[src/rtl/icache_refill_writer.sv]
// -----------------------------------------------------------------------------
// icache_refill_writer
//
// Line-refill controller on the write side of the instruction cache's
// single-port BRAM arrays. A fetch miss triggers one burst read of the missing
// line; each returned word is written into the data BRAM. After the burst, the
// tag BRAM entry is written with {valid, tag}, and refill_done pulses so fetch
// can replay the access.
//
// Optional feature macro: ICACHE_REFILL_CRIT_WORD_EN
//   defined   -> the critical (missed) word is forwarded combinationally on
//                crit_valid/crit_data as it arrives during the burst.
//   undefined -> crit_valid/crit_data are tied to 0 and no forwarding logic
//                exists.
//
// Ports
//   clka, rstn            clock, asynchronous active-low reset
//   miss_valid/addr/ready miss request handshake (ready only in IDLE)
//   rd_req/addr/ready     burst read request to memory (line aligned)
//   ret_valid/last/data   returned beats; ret_ready only in RECV
//   data_wea/addra/dina   data BRAM write port, address {index, word}
//   tag_wea/addra/dina    tag BRAM write port, data {valid, tag}
//   refill_done/err       one-cycle completion pulse and burst-length error
//   crit_valid/data       forwarded critical word
// -----------------------------------------------------------------------------
module icache_refill_writer #(
  parameter int LINE_WORDS  = 4,
  parameter int INDEX_WIDTH = 8,
  parameter int TAG_WIDTH   = 20
) (
  input  logic                                     clka,
  input  logic                                     rstn,
  input  logic                                     miss_valid,
  input  logic [31:0]                              miss_addr,
  output logic                                     miss_ready,
  output logic                                     rd_req,
  output logic [31:0]                              rd_addr,
  input  logic                                     rd_ready,
  input  logic                                     ret_valid,
  input  logic                                     ret_last,
  input  logic [31:0]                              ret_data,
  output logic                                     ret_ready,
  output logic                                     data_wea,
  output logic [INDEX_WIDTH+$clog2(LINE_WORDS)-1:0] data_addra,
  output logic [31:0]                              data_dina,
  output logic                                     tag_wea,
  output logic [INDEX_WIDTH-1:0]                   tag_addra,
  output logic [TAG_WIDTH:0]                       tag_dina,
  output logic                                     refill_done,
  output logic                                     refill_err,
  output logic                                     crit_valid,
  output logic [31:0]                              crit_data
);

  localparam int OFF_W = $clog2(LINE_WORDS);
  localparam int LOW_W = OFF_W + 2;
  localparam logic [OFF_W-1:0] LAST_BEAT = OFF_W'(LINE_WORDS - 1);

  typedef enum logic [2:0] {
    S_IDLE = 3'd0,
    S_REQ  = 3'd1,
    S_RECV = 3'd2,
    S_TAGW = 3'd3,
    S_DONE = 3'd4
  } state_t;

  state_t                         r_state;
  logic [TAG_WIDTH-1:0]           r_tag;
  logic [INDEX_WIDTH-1:0]         r_index;
  logic [OFF_W-1:0]               r_cnt;
  logic                           r_wrap;   // counter already passed the last word
  logic                           r_err;
  logic                           r_miss_ready;
  logic                           r_rd_req;
  logic [31:0]                    r_rd_addr;
  logic                           r_ret_ready;
  logic                           r_data_wea;
  logic [INDEX_WIDTH+OFF_W-1:0]   r_data_addra;
  logic [31:0]                    r_data_dina;
  logic                           r_tag_wea;
  logic [INDEX_WIDTH-1:0]         r_tag_addra;
  logic [TAG_WIDTH:0]             r_tag_dina;
  logic                           r_refill_done;
  logic                           r_refill_err;

  logic w_beat;
  logic w_beat_err;
  logic w_err_next;

  // A beat only counts while receiving; ret_valid is ignored elsewhere.
  assign w_beat     = (r_state == S_RECV) && ret_valid;
  // Error: a beat after the counter wrapped, or last beat on the wrong word.
  assign w_beat_err = w_beat && (r_wrap || (ret_last && (r_cnt != LAST_BEAT)));
  assign w_err_next = r_err | w_beat_err;

`ifdef ICACHE_REFILL_CRIT_WORD_EN
  logic [OFF_W-1:0] r_off;
  logic             w_crit_hit;
  logic             w_unused_bits;

  assign w_crit_hit    = w_beat && !r_wrap && (r_cnt == r_off);
  assign crit_valid    = w_crit_hit;
  assign crit_data     = w_crit_hit ? ret_data : 32'h0000_0000;
  assign w_unused_bits = ^miss_addr[1:0];

  // Latch the word offset of the missed fetch for critical-word forwarding.
  always_ff @(posedge clka or negedge rstn) begin
    if (!rstn) begin
      r_off <= '0;
    end else if ((r_state == S_IDLE) && miss_valid && r_miss_ready) begin
      r_off <= miss_addr[2 +: OFF_W];
    end
  end
`else
  logic w_unused_bits;

  assign crit_valid    = 1'b0;
  assign crit_data     = 32'h0000_0000;
  assign w_unused_bits = ^miss_addr[LOW_W-1:0];
`endif

  // Refill FSM with all outputs registered; write strobes default low each cycle.
  always_ff @(posedge clka or negedge rstn) begin
    if (!rstn) begin
      r_state       <= S_IDLE;
      r_tag         <= '0;
      r_index       <= '0;
      r_cnt         <= '0;
      r_wrap        <= 1'b0;
      r_err         <= 1'b0;
      r_miss_ready  <= 1'b0;
      r_rd_req      <= 1'b0;
      r_rd_addr     <= 32'h0000_0000;
      r_ret_ready   <= 1'b0;
      r_data_wea    <= 1'b0;
      r_data_addra  <= '0;
      r_data_dina   <= 32'h0000_0000;
      r_tag_wea     <= 1'b0;
      r_tag_addra   <= '0;
      r_tag_dina    <= '0;
      r_refill_done <= 1'b0;
      r_refill_err  <= 1'b0;
    end else begin
      r_data_wea    <= 1'b0;
      r_data_addra  <= '0;
      r_data_dina   <= 32'h0000_0000;
      r_tag_wea     <= 1'b0;
      r_tag_addra   <= '0;
      r_tag_dina    <= '0;
      r_refill_done <= 1'b0;
      r_refill_err  <= 1'b0;
      case (r_state)
        S_IDLE: begin
          if (miss_valid && r_miss_ready) begin
            r_tag        <= miss_addr[31 -: TAG_WIDTH];
            r_index      <= miss_addr[LOW_W +: INDEX_WIDTH];
            r_rd_addr    <= {miss_addr[31:LOW_W], {LOW_W{1'b0}}};
            r_rd_req     <= 1'b1;
            r_miss_ready <= 1'b0;
            r_state      <= S_REQ;
          end else begin
            // Also raises miss_ready on the first cycle after reset release.
            r_miss_ready <= 1'b1;
          end
        end
        S_REQ: begin
          if (rd_ready) begin
            r_rd_req    <= 1'b0;
            r_rd_addr   <= 32'h0000_0000;
            r_cnt       <= '0;
            r_wrap      <= 1'b0;
            r_err       <= 1'b0;
            r_ret_ready <= 1'b1;
            r_state     <= S_RECV;
          end
        end
        S_RECV: begin
          if (w_beat) begin
            // Beats past the end of the line are dropped, not written.
            if (!r_wrap) begin
              r_data_wea   <= 1'b1;
              r_data_addra <= {r_index, r_cnt};
              r_data_dina  <= ret_data;
            end
            if (r_cnt == LAST_BEAT) begin
              r_wrap <= 1'b1;
            end
            r_cnt <= r_cnt + OFF_W'(1);
            r_err <= w_err_next;
            if (ret_last) begin
              // Tag write shares the cycle with the final data write; a bad
              // burst never marks the line valid.
              r_ret_ready <= 1'b0;
              r_tag_wea   <= ~w_err_next;
              r_tag_addra <= r_index;
              r_tag_dina  <= {1'b1, r_tag};
              r_state     <= S_TAGW;
            end
          end
        end
        S_TAGW: begin
          r_refill_done <= 1'b1;
          r_refill_err  <= r_err;
          r_state       <= S_DONE;
        end
        S_DONE: begin
          r_err        <= 1'b0;
          r_miss_ready <= 1'b1;
          r_state      <= S_IDLE;
        end
        default: begin
          r_miss_ready <= 1'b0;
          r_rd_req     <= 1'b0;
          r_ret_ready  <= 1'b0;
          r_state      <= S_IDLE;
        end
      endcase
    end
  end

  assign miss_ready  = r_miss_ready;
  assign rd_req      = r_rd_req;
  assign rd_addr     = r_rd_addr;
  assign ret_ready   = r_ret_ready;
  assign data_wea    = r_data_wea;
  assign data_addra  = r_data_addra;
  assign data_dina   = r_data_dina;
  assign tag_wea     = r_tag_wea;
  assign tag_addra   = r_tag_addra;
  assign tag_dina    = r_tag_dina;
  assign refill_done = r_refill_done;
  assign refill_err  = r_refill_err;

endmodule

[config.mk]
export PLATFORM = sky130hd
export DESIGN_NAME = icache_refill_writer
export DESIGN_NICKNAME = d
export VERILOG_FILES = /design/src/rtl/icache_refill_writer.sv
export SDC_FILE = /design/constraint.sdc
export NUM_CORES = 1
export LEC_CHECK = 0
export BUFFER_PORTS_ARGS = -buffer_cell sky130_fd_sc_hd__buf_2
export CAP_MARGIN = 30
export CELL_PAD_IN_SITES_DETAIL_PLACEMENT = 1
export CELL_PAD_IN_SITES_GLOBAL_PLACEMENT = 1
export CORE_MARGIN = 8
export CORE_UTILIZATION = 37
export DETAILED_ROUTE_END_ITERATION = 8
export GPL_TIMING_DRIVEN = 0
export PLACE_DENSITY_LB_ADDON = 0.1
export SLEW_MARGIN = 20
export SYNTH_ARGS = -nofsm -noshare
export SYNTH_HDL_FRONTEND = slang
export SYNTH_SLANG_ARGS = --single-unit
export TNS_END_PERCENT = 20
[constraint.sdc]
create_clock -name clka -period 2.02 [get_ports clka]
set_input_delay 0.606 -clock clka [delete_from_list [all_inputs] [get_ports clka]]
set_output_delay 0.606 -clock clka [all_outputs]
set_load 0.05 [all_outputs]
# Word level (Yosys, flattened, before mapping)
# Cells that the tools add are included.
[word_totals]
regBits = 145
inputBits = 70
out_inout_bits = 143
word_cells = 99
[op_classes]
add_sub_neg = 1
n_eq_ne = 11
mux = 45
bitwise_logic = 4
reduce_logical = 20
[ops]
columns = ["operator", "n"]
rows = [
  ["$mux W32", 5],
  ["$pmux W32 S2", 1],
  ["$mux W21", 3],
  ["$mux W10", 3],
  ["$mux W8", 3],
  ["$mux W1", 17],
  ["$mux W3", 4],
  ["$pmux W1 S3", 4],
  ["$pmux W3 S4", 1],
  ["$reduce_and A3 Y1", 4],
  ["$reduce_and A4 Y1", 3],
  ["$ne A2 B2 Y1 const B", 5],
  ["$reduce_or A3 Y1", 3],
  ["$eq A3 B2 Y1 const B", 2],
  ["$logic_and A1 B1 Y1", 4],
  ["$mux W2", 2],
  ["$pmux W2 S2", 1],
  ["$reduce_bool A2 Y1", 2],
  ["$eq A3 B1 Y1 const B", 1],
  ["$eq A3 B3 Y1 const B", 1],
  ["$logic_not A3 Y1", 1],
  ["$not A1 Y1", 3],
  ["$reduce_bool A3 Y1", 1],
  ["$add A2 B1 Y2 const B", 1],
  ["6 further kinds", 6],
]

# Logic depth before layout (Yosys ltp)
# Gate-level depths: netlist (run 1).
[logic_depth]
word_depth = 9
depth_mapped = 5
depth_no_buf = 4

# Worst setup path after synthesis (run 1)
# No wires, ideal clock.
[synth_path]
path_type = "reg2reg"
from = "reg r_miss_ready (netlist: miss_ready)"
to = "reg r_tag[10]"
setup_ns = 0.125
arrival_ns = 1.576
t_required_ns = 1.895
path_slack_ns = 0.320
path_stages_with_launch = 5
path_buffers = 1
synth_period_minus_slack_ns = 1.700
cell_sequence = "dfrtp_1 nand2_1 nor4_4 buf_4 mux2_2"
[synth_via]
elab_chain_cells = 2
[synth_rtl]
columns = ["item", "line", "text"]
rows = [
  ["start, declared", "73", "logic r_miss_ready;"],
  ["start signal, assigned", "131", "r_miss_ready <= 1'b0;"],
  ["start signal, assigned", "159", "r_miss_ready <= 1'b0;"],
  ["start signal, assigned", "163", "r_miss_ready <= 1'b1;"],
  ["$logic_and A1 B1 Y1", "154", "if (miss_valid && r_miss_ready) begin"],
  ["$reduce_and A2 Y1 (no source line)", "-", ""],
  ["end signal, assigned", "155", "r_tag <= miss_addr[31 -: TAG_WIDTH];"],
  ["end, declared", "68", "logic [TAG_WIDTH-1:0] r_tag;"],
]
# Every way passes these cells.
# A chain may end at the register's enable or synchronous reset.

# Worst setup path after layout (run 1)
[layout_path]
from = "reg r_ret_ready (netlist: ret_ready)"
to = "out ret_ready"
[layout_lines]
columns = ["item", "line", "text"]
rows = [
  ["start, declared", "76", "logic r_ret_ready;"],
  ["start signal, assigned", "134", "r_ret_ready <= 1'b0;"],
  ["start signal, assigned", "173", "r_ret_ready <= 1'b1;"],
  ["start signal, assigned", "193", "r_ret_ready <= 1'b0;"],
  ["end, declared", "42", "output logic ret_ready,"],
]
# No word-level cell between the ends.

==> flow_metrics.env, run 1 <==
export IMPL_peakVddDrop_mv=0.690
export IMPL_max_clock_freq_ghz=0.586
export IMPL_maxCapViolCount=0
export IMPL_globalRouteTotalUtil_pct=15.3
export IMPL_ys_seq_area_share_pct=67.3
export IMPL_vias_per_cell=4.50
export IMPL_maxSlewViolCount=0
export IMPL_ys_dominant_reg_cell="dfrtp_1"
export IMPL_dp_hpwl_um=10300
export IMPL_path_depth=1
export IMPL_setup_viol=0
export IMPL_die_width_um=135
export IMPL_syn_area_per_cell_um2=14.2
export IMPL_grt_remaining_overflow=0
export IMPL_cts_made_buffers=17
export IMPL_cpMaxStageDelayCell="dfrtp_1"
export IMPL_yosysUniqueCellTypes=30
export IMPL_path_delay_family="flip-flops"
export IMPL_area_delta_synth_final_pct=35.1
export IMPL_status="finished clean"
export IMPL_htree_levels=4
export IMPL_hp_class="primary input to asynchronous set/reset pin"
export IMPL_critical_path_max_stage_delay_ns=0.40
export IMPL_hold_ws_ns=0.0782
export IMPL_antennaDiodeCount=0
export IMPL_cp_end_kind="output pin"
export IMPL_crit_path_cell_trace="buf_2"
export IMPL_synth_edf_count=0
export IMPL_critPathBufInv=1
export IMPL_grt_pass1_vias=3920
export IMPL_p_total_mw=10.7
export IMPL_start_util_pct=37.8
export IMPL_cts_resized=0
export IMPL_ys_ff_latch=141
export IMPL_syn_area_um2=5240
export IMPL_grt_max_degree=96
export IMPL_rsz0062_at_grt="no"
export IMPL_p_per_area_nw_per_um2=1510
export IMPL_yosysWarnings=0
export IMPL_drive_gt1_share_pct=47.4
export IMPL_synth_top_cells_by_area="dfrtp_1 (67%), mux2_2 (6.7%), buf_4 (5.7%), and2_1 (5.3%), a22o_1 (4.8%)"
export IMPL_core_area_um2=13900
export IMPL_required_ns=1.41
export IMPL_numClockSinks=141
export IMPL_period_needed_ns=1.71
export IMPL_cts_clk_slew_worst_paths_ns=0.06
export IMPL_stdcell_area_um2=7080
export IMPL_dieHeight_um=135
export IMPL_place_area_um2=6500
export IMPL_cts_tree="done"
export IMPL_ff2ff_path_depth=3
export IMPL_ctsHoldBuffers=0
export IMPL_finalHoldViolations=0
export IMPL_cp_start_kind="flip-flop"
export IMPL_cp_max_fo=4
export IMPL_rows=43
export IMPL_grt_pass1_wl_um=21500
export IMPL_io_pins=213
export IMPL_nets=666
export IMPL_worstSkewPairLatency_ns=0.41
export IMPL_fillers=1500
export IMPL_final_util_pct=51.0
export IMPL_yosysTopAreaCellShare_pct=67.3
export IMPL_cts_setup_buffers=0
export IMPL_ant_nets=0
export IMPL_antenna_found_initial=1
export IMPL_numPortBuffers=171
export IMPL_synth_top_cell_by_area="dfrtp_1"
export IMPL_power_leakage_nw=4.03
export IMPL_min_period_over_period_pct=84.5
export IMPL_cts_path_max_buffers=2
export IMPL_synthCells=368
export IMPL_die_area_um2=18200
export IMPL_synthArstFlopShare_pct=100
export IMPL_skew_ns=0.00541
export IMPL_criticalPathCategory="flip-flop to output pin"
export IMPL_first_iter_violations=138
export IMPL_wl_um=13800
export IMPL_drt_wirelength_per_cell_um=17.6
export IMPL_worstPathArrival_ns=1.10
export IMPL_cts_root_buf="clkbuf_16"
export IMPL_vias=3547
export IMPL_dr_pass1_iters=4
export IMPL_place_congestion=0.730
export IMPL_drcViolationCount=0
## state kept, by name (all words and copies together), names as in the netlist
name,flops
refill_err,1
r_state,3
rd_req,1
data_dina,32
r_wrap,1
tag_addra,8
rd_addr,28
miss_ready,1
tag_dina,21
r_tag,20
r_err,1
r_index,8
r_cnt,2
data_wea,1
tag_wea,1
ret_ready,1
data_addra,10
refill_done,1
## where the power goes
group	leakage (nW)	switching (mW)	internal (mW)
clock	0.286	1.15	1.91
combinational	1.88	2.50	1.23
sequential	1.86	0.374	3.55
## kinds of logic after synthesis
family                   count (synthesis)  synth area share [%]
AO/OA/AOI/OAI                           40                  6.30
buffers and inverters                   59                  7.95
flip-flops                             141                  67.3
AND/OR/NAND/NOR                         95                  11.5
multiplexers                            31                  6.66
other                                    1                0.0715
adder cells (fa/ha/maj)                  1                 0.239
## path summary, 6_finish.rpt
check | startpoint | end | slack (ns)
worst max register to register | r_state[2] | r_index[3] | 0.40
worst max-delay path | ret_ready | ret_ready | 0.31
min in group clka | ret_data[6] | data_dina[6] | 0.39
worst min-delay path | rstn | data_dina[18] | 0.08
worst min register to register | rd_req | rd_req | 0.48
max in group asynchronous | rstn | tag_dina[18] | 1.17
## synthesized netlist by cell type, types with 2 or more instances
cell,number
a21oi_1,2
a22o_1,29
and2_1,44
and3_1,31
buf_2,6
buf_4,40
buf_6,5
clkbuf_1,7
dfrtp_1,141
mux2_2,31
nand2_1,4
nand3_1,3
nor2_1,6
nor2b_1,2
o21ai_0,2
## layout make-up
cell class	count	area, µm²	share of cell area (%)
well taps	180	225	3.18
flip-flops and latches	141	3530	49.8
clock inverters	10	113	1.59
multi-input cells	204	1430	20.2
inverters	1	3.75	0.0530
plain buffers	58	413	5.83
repair buffers	172	893	12.6
clock buffers	22	474	6.69
## per-layer routing
layer / GRT usage, % / wire length [µm]
met3: 6.09 / 1260
met5: 0 / 10
met4: 6.17 / 218
met2: 24.2 / 6520
met1: 18.2 / 5830
## metrics by stage
step / setup slack, ns / setup TNS [ns] / cells
5_1_grt: 0.276 / 0 / 788
3_3_place_gp: -1.57 / -220.56 / 755
6_report: 0.314 / 0 / 788
4_1_cts: 0.295 / 0 / 788
2_1_floorplan: 0.320 / 0 / 404
3_5_place_dp: 0.215 / 0 / 756
## cells in the final DEF (no fill, tap or decap), types with 3 or more instances in the layout
master and n:
clkinv_2 4, buf_2 176, conb_1 37, nand3_1 3, clkbuf_8 3, and2_1 44, and3_1 31, clkbuf_16 17
dfrtp_1 141, mux2_2 31, a22o_1 29, buf_4 40, buf_6 5, clkbuf_1 9, nor2_1 6, nand2_1 4
(Power assumes the default switching activity.)
==> inputs of run 2 (changes only) <==
Settings changed: CORE_UTILIZATION 37 to 34.
Clock period 2.02 ns to 1.5 ns, I/O delays scaled along.
==> run 2 against run 1 <==
  * The flow now finishes with violations (negative setup slack)
  * Clock skew rose by 0.0032 ns
  * Combinational power rose by 62%
  * Worst hold slack improved by 0.15 ns
==> flow_metrics.env, run 2 (synthesis results as in run 1) <==
export IMPL_rows=45
export IMPL_cts_tree="done"
export IMPL_cts_clk_slew_worst_paths_ns=0.06
export IMPL_numPortBuffers=171
export IMPL_hp_class="primary input to flip-flop"
export IMPL_cp_max_fo=9
export IMPL_p_comb_share_pct=38.5
export IMPL_status="complete, but fails checks"
export IMPL_antennaDiodeCount=0
export IMPL_min_period_over_period_pct=102
export IMPL_dieHeight_um=140
export IMPL_regToRegStartpoint="r_state[0]"
export IMPL_numClockSinks=141
export IMPL_maxSlewViolCount=0
export IMPL_fin_ws_ns=-0.0329
export IMPL_first_iter_violations=116
export IMPL_r2r_end="rd_addr[21]"
export IMPL_grt_remaining_overflow=0
export IMPL_cts_made_buffers=17
export IMPL_period_needed_ns=1.53
export IMPL_finalHoldViolations=0
export IMPL_power_switching_mw=5.75
export IMPL_setup_viol=17
export IMPL_rsz0062_at_grt="yes"
export IMPL_worstPathArrival_ns=1.84
export IMPL_skew_ns=0.00859
export IMPL_drt_wirelength_per_cell_um=17.9
export IMPL_criticalPathCategory="flip-flop to flip-flop"
export IMPL_ff2ff_path_depth=5
export IMPL_htree_levels=4
export IMPL_ant_nets=0
export IMPL_nets=674
export IMPL_dp_hpwl_um=10200
export IMPL_slew_headroom_pct=60.0
export IMPL_peakVddDrop_mv=1.05
export IMPL_vias_per_cell=4.44
export IMPL_drcViolationCount=0
export IMPL_mostFrequentLayoutCell="dfrtp_1"
export IMPL_antenna_found_initial=1
export IMPL_area_delta_synth_final_pct=44.6
export IMPL_wl_um=14400
export IMPL_dr_pass1_iters=4
export IMPL_cp_start_kind="flip-flop"
export IMPL_hold_path_end="data_dina[20]"
export IMPL_reg2reg_setup_slack_ns=-0.03
export IMPL_cts_root_buf="clkbuf_16"
export IMPL_drive_gt1_share_pct=49.8
export IMPL_place_congestion=0.746
export IMPL_crit_path_cell_trace="nand3b_1, a211o_1, buf_8, clkbuf_16, a22o_1"
export IMPL_worstSkewPairLatency_ns=0.42
export IMPL_required_ns=1.80
export IMPL_holdPathStages=2
export IMPL_grt_pass1_vias=3975
export IMPL_start_util_pct=34.6
export IMPL_clkPwrFrac_pct=27.6
export IMPL_cpMaxStageDelayCell="dfrtp_2"
export IMPL_max_clock_freq_ghz=0.652
export IMPL_p_int_mw=10.0
export IMPL_critical_path_max_stage_delay_ns=0.44
export IMPL_p_total_mw=15.8
export IMPL_grt_max_degree=73
export IMPL_globalRouteTotalUtil_pct=14.8
export IMPL_io_pins=213
export IMPL_grt_pass1_wl_um=22500
export IMPL_die_area_um2=19600
export IMPL_die_width_um=140
export IMPL_vias=3571
export IMPL_power_leakage_nw=4.22
export IMPL_dp_slack_ns=-0.190
export IMPL_cp_end_kind="flip-flop"
export IMPL_seqPwrFrac_pct=33.9
export IMPL_violations="negative setup slack"
export IMPL_core_area_um2=15100
export IMPL_worst_pin_slew_ns=0.600
export IMPL_cts_path_max_buffers=2
export IMPL_p_sw_share_pct=36.5
export IMPL_maxCapViolCount=0
export IMPL_mostFrequentLayoutCells="dfrtp_1 (138), buf_2 (116), buf_4 (76), and2_1 (41), conb_1 (37)"
export IMPL_min_from="ret_data[20]"
export IMPL_p_per_area_nw_per_um2=2080
export IMPL_largest_reg_flops=32
run 2: changes by cell type in the layout (fill, tap and decap cells not counted), sizes merged:
cell	change
inv	+1
dlygate4sd3	+1
bufinv	+1
buf	-14
clkinvlp	+1
clkbuf	+18
run 2: worst max-delay path by stage:
stage / startpoint / to / slack (ns) / cells past startpoint
2_1_floorplan: miss_ready / r_index[0] / -0.01 / 4
3_3_place_gp: rstn / miss_ready / -2.22 / 1
3_5_place_dp: miss_valid / r_tag[15] / -0.19 / 5
4_1_cts: miss_ready / miss_ready / -0.06 / 1
5_1_grt: r_state[0] / rd_addr[19] / -0.07 / 5
6_report: r_state[0] / rd_addr[21] / -0.03 / 5
run 2: what timing repair did:
item,CTS,global route
setup endpoints to repair,160,119
resized for setup,75,43
endpoints found under the hold margin,16,0
cloned,0,2
pin swaps,1,3
hold buffers,1,0
setup buffers,1,4
run 2: layout make-up:
cell class | count | area (µm²)
clock buffer | 19 | 453
buffer | 58 | 490
clock inverter | 13 | 163
inverter | 1 | 3.75
fill | 1580 | 7570
multi-input combinational | 204 | 1550
sequential | 141 | 3530
timing repair buffer | 180 | 1150
tap | 188 | 235
run 2: through the flow:
stage                     cells  hold slack, ns  utilization [%]  area, µm²  setup TNS, ns
after global placement      763           0.459             42.8       6480        -286.67
after global routing        804           0.214             50.0       7580          -3.42
final                       804           0.232             50.0       7580         -0.268
after CTS                   798           0.212             48.7       7380          -1.16
after floorplan             404           0.154                -       5390         -0.250
after detailed placement    764           0.445             43.0       6510          -7.99
run 2: worst max-delay path: cells and delay by family, from the launching register on:
| family | cells | cell delay, ns |
|---|---|---|
| AOI/OAI and AO/OA | 2 | 0.47 |
| buffers and inverters | 2 | 0.33 |
| DFF | 1 | 0.44 |
| and+or+nand+nor | 1 | 0.18 |
run 2: power groups by stage:
stage / Clock (mW) / Combinational, mW / Sequential (mW)
final: 4.34 / 6.07 / 5.35
after global routing: 4.62 / 6.41 / 5.46
after CTS: 4.46 / 5.73 / 5.33
after detailed placement: 0 / 5.12 / 5.35
after global placement: 0 / 5.03 / 5.30
after floorplan: 0 / 2.04 / 7.08
run 2: per-layer routing:
layer  global-route usage [%]  share of wire, %
met1                     18.2                44
met2                     22.0                46
met3                     6.66               8.7
met4                     6.17               1.5
met5                        0             0.056
==> inputs of run 3 (changes only) <==
Settings changed: GPL_ROUTABILITY_DRIVEN from default to 0, PLACE_DENSITY from default to 0.77, PLACE_DENSITY_LB_ADDON 0.1 to default.
==> run 3 against run 2 <==
  * The run still ends with negative setup slack left
  * Worst setup slack worse by 0.029 ns
  * Critical path depth stayed put
  * Register-to-register slack lost 0.03 ns
  * Clock skew fell by 0.0018 ns
  * Critical path type unchanged
  * Non-clock buffer count unchanged
  * Largest cell class unchanged
  * Total power hardly changed
  * Flip-flop and latch count unchanged
  * Routed wire length grew 4.4%
  * Clock-buffer cell count up 2
  * First-iteration DRC count shrank 26%
==> flow_metrics.env, run 3 (synthesis results as in run 1) <==
export IMPL_status="complete, but fails checks"
export IMPL_violations="negative setup slack"
export IMPL_antenna_found_initial=2
export IMPL_skew_ns=0.00680
export IMPL_rows=45
export IMPL_cts_root_buf="clkbuf_16"
export IMPL_grt_max_degree=86
export IMPL_fin_ws_ns=-0.0619
export IMPL_cts_clk_slew_worst_paths_ns=0.06
export IMPL_cts_made_buffers=17
export IMPL_cp_end_kind="flip-flop"
export IMPL_required_ns=1.79
export IMPL_min_from="ret_data[2]"
export IMPL_first_iter_violations=86
export IMPL_core_area_um2=15100
export IMPL_reg2reg_setup_slack_ns=-0.06
export IMPL_criticalPathCategory="flip-flop to flip-flop"
export IMPL_wl_um=15000
export IMPL_dr_pass1_iters=4
export IMPL_grt_remaining_overflow=0
export IMPL_largest_reg_flops=32
export IMPL_die_area_um2=19600
export IMPL_drcViolationCount=0
export IMPL_grt_pass1_vias=4220
export IMPL_cp_max_fo=10
export IMPL_mostFrequentLayoutCell="dfrtp_1"
export IMPL_tns_ns=-1.31
export IMPL_nets=674
export IMPL_placedCellCount=764
export IMPL_dp_slack_ns=-0.226
export IMPL_antennaDiodeCount=0
export IMPL_min_period_over_period_pct=104
export IMPL_max_clock_freq_ghz=0.640
export IMPL_htree_levels=4
export IMPL_cp_start_kind="flip-flop"
export IMPL_vias_per_cell=4.49
export IMPL_p_total_mw=15.7
export IMPL_area_delta_synth_final_pct=43.2
export IMPL_cts_tree="done"
export IMPL_globalRouteTotalUtil_pct=15.6
export IMPL_setup_viol=51
export IMPL_start_util_pct=34.6
export IMPL_grt_pass1_wl_um=23800
export IMPL_ff2ff_path_depth=5
export IMPL_p_per_area_nw_per_um2=2100
export IMPL_finalHoldViolations=0
export IMPL_drt_wirelength_per_cell_um=18.7
export IMPL_dieHeight_um=140
export IMPL_die_width_um=140
export IMPL_holdPathStages=2
export IMPL_rsz0062_at_grt="yes"
export IMPL_power_leakage_nw=4.19
export IMPL_hp_class="primary input to flip-flop"
export IMPL_period_needed_ns=1.56
export IMPL_numPortBuffers=171
export IMPL_maxSlewViolCount=0
export IMPL_worstSkewPairLatency_ns=0.41
export IMPL_drive_gt1_share_pct=48.9
export IMPL_cts_path_max_buffers=2
export IMPL_maxCapViolCount=0
export IMPL_dp_hpwl_um=10800
export IMPL_instances_no_fill=803
export IMPL_peakVddDrop_mv=0.810
export IMPL_hold_path_end="data_dina[2]"
export IMPL_vias=3609
export IMPL_numClockSinks=141
export IMPL_io_pins=213
export IMPL_regToRegStartpoint="miss_ready"
export IMPL_worstPathArrival_ns=1.85
export IMPL_r2r_end="r_tag[15]"
export IMPL_ant_nets=0
export IMPL_mostFrequentLayoutCells="dfrtp_1 (138), buf_2 (126), buf_4 (69), and2_1 (44), conb_1 (37)"
run 3: cell types whose count changed in the layout (fill, tap and decap cells not counted), moves of 2 or more:
| cell | change |
|---|---|
| and2_1 | +3 |
| and2_4 | -3 |
| buf_2 | +10 |
| buf_4 | -7 |
| buf_6 | -2 |
| clkbuf_1 | +2 |
| mux2_2 | +10 |
| mux2_4 | -10 |
run 3: layer usage:
metal  global-route usage, %  part of all wire, %  wire length, µm  vias up
met5                       0                 0.17               25        -
met3                    6.39                  7.4             1120       19
met4                    4.97                  1.2              174        4
met2                    26.0                   49             7290      159
met1                    17.9                   43             6420     1780
li1                        -                    -                -     1647
run 3: metrics by stage:
stage / utilization, % / hold WS [ns] / cell area, µm²
3_3_place_gp: 42.8 / 0.463 / 6480
3_5_place_dp: 43.0 / 0.410 / 6510
5_1_grt: 49.6 / 0.235 / 7510
6_report: 49.6 / 0.244 / 7510
2_1_floorplan: - / 0.154 / 5390
4_1_cts: 48.5 / 0.227 / 7350
run 3: repair_timing:
item | 4_1_cts | 5_1_grt
setup buffers | 3 | 1
hold endpoints to repair | 56 | 0
pin swaps | 3 | 0
endpoints found under the setup margin | 135 | 119
hold buffers | 1 | 0
gates cloned | 1 | 2
resized for setup | 51 | 40
run 3: final cells by class:
cell class	count	area (µm²)
Clock inverter	10	163
Fill cell	1605	7640
Tap cell	188	235
Multi-Input combinational cell	204	1500
Sequential cell	141	3530
Timing Repair Buffer	180	1140
Buffer	58	469
Clock buffer	21	460
Inverter	1	3.75
run 3: how the worst max path moves through the flow:
stage / startpoint / end
CTS: miss_ready / r_tag[15]
finish: miss_ready / r_tag[15]
global route: miss_ready / r_tag[18]
detailed placement: miss_valid / r_tag[15]
floorplan: miss_ready / r_index[0]
global placement: rstn / miss_ready
run 3: critical path, cell delays in order (launching register included):
cell and delay (ns):
dfrtp_2 0.38, nand2_2 0.08, nor4_4 0.29, buf_6 0.19
buf_12 0.15, mux2_2 0.34
run 3: power by group:
part	leakage (nW)	internal [mW]	total (mW)	switching, mW
Combinational	2.03	2.38	5.95	3.57
Sequential	1.85	4.79	5.37	0.582
Clock	0.300	2.86	4.42	1.55
Total	4.19	10.0	15.7	5.71
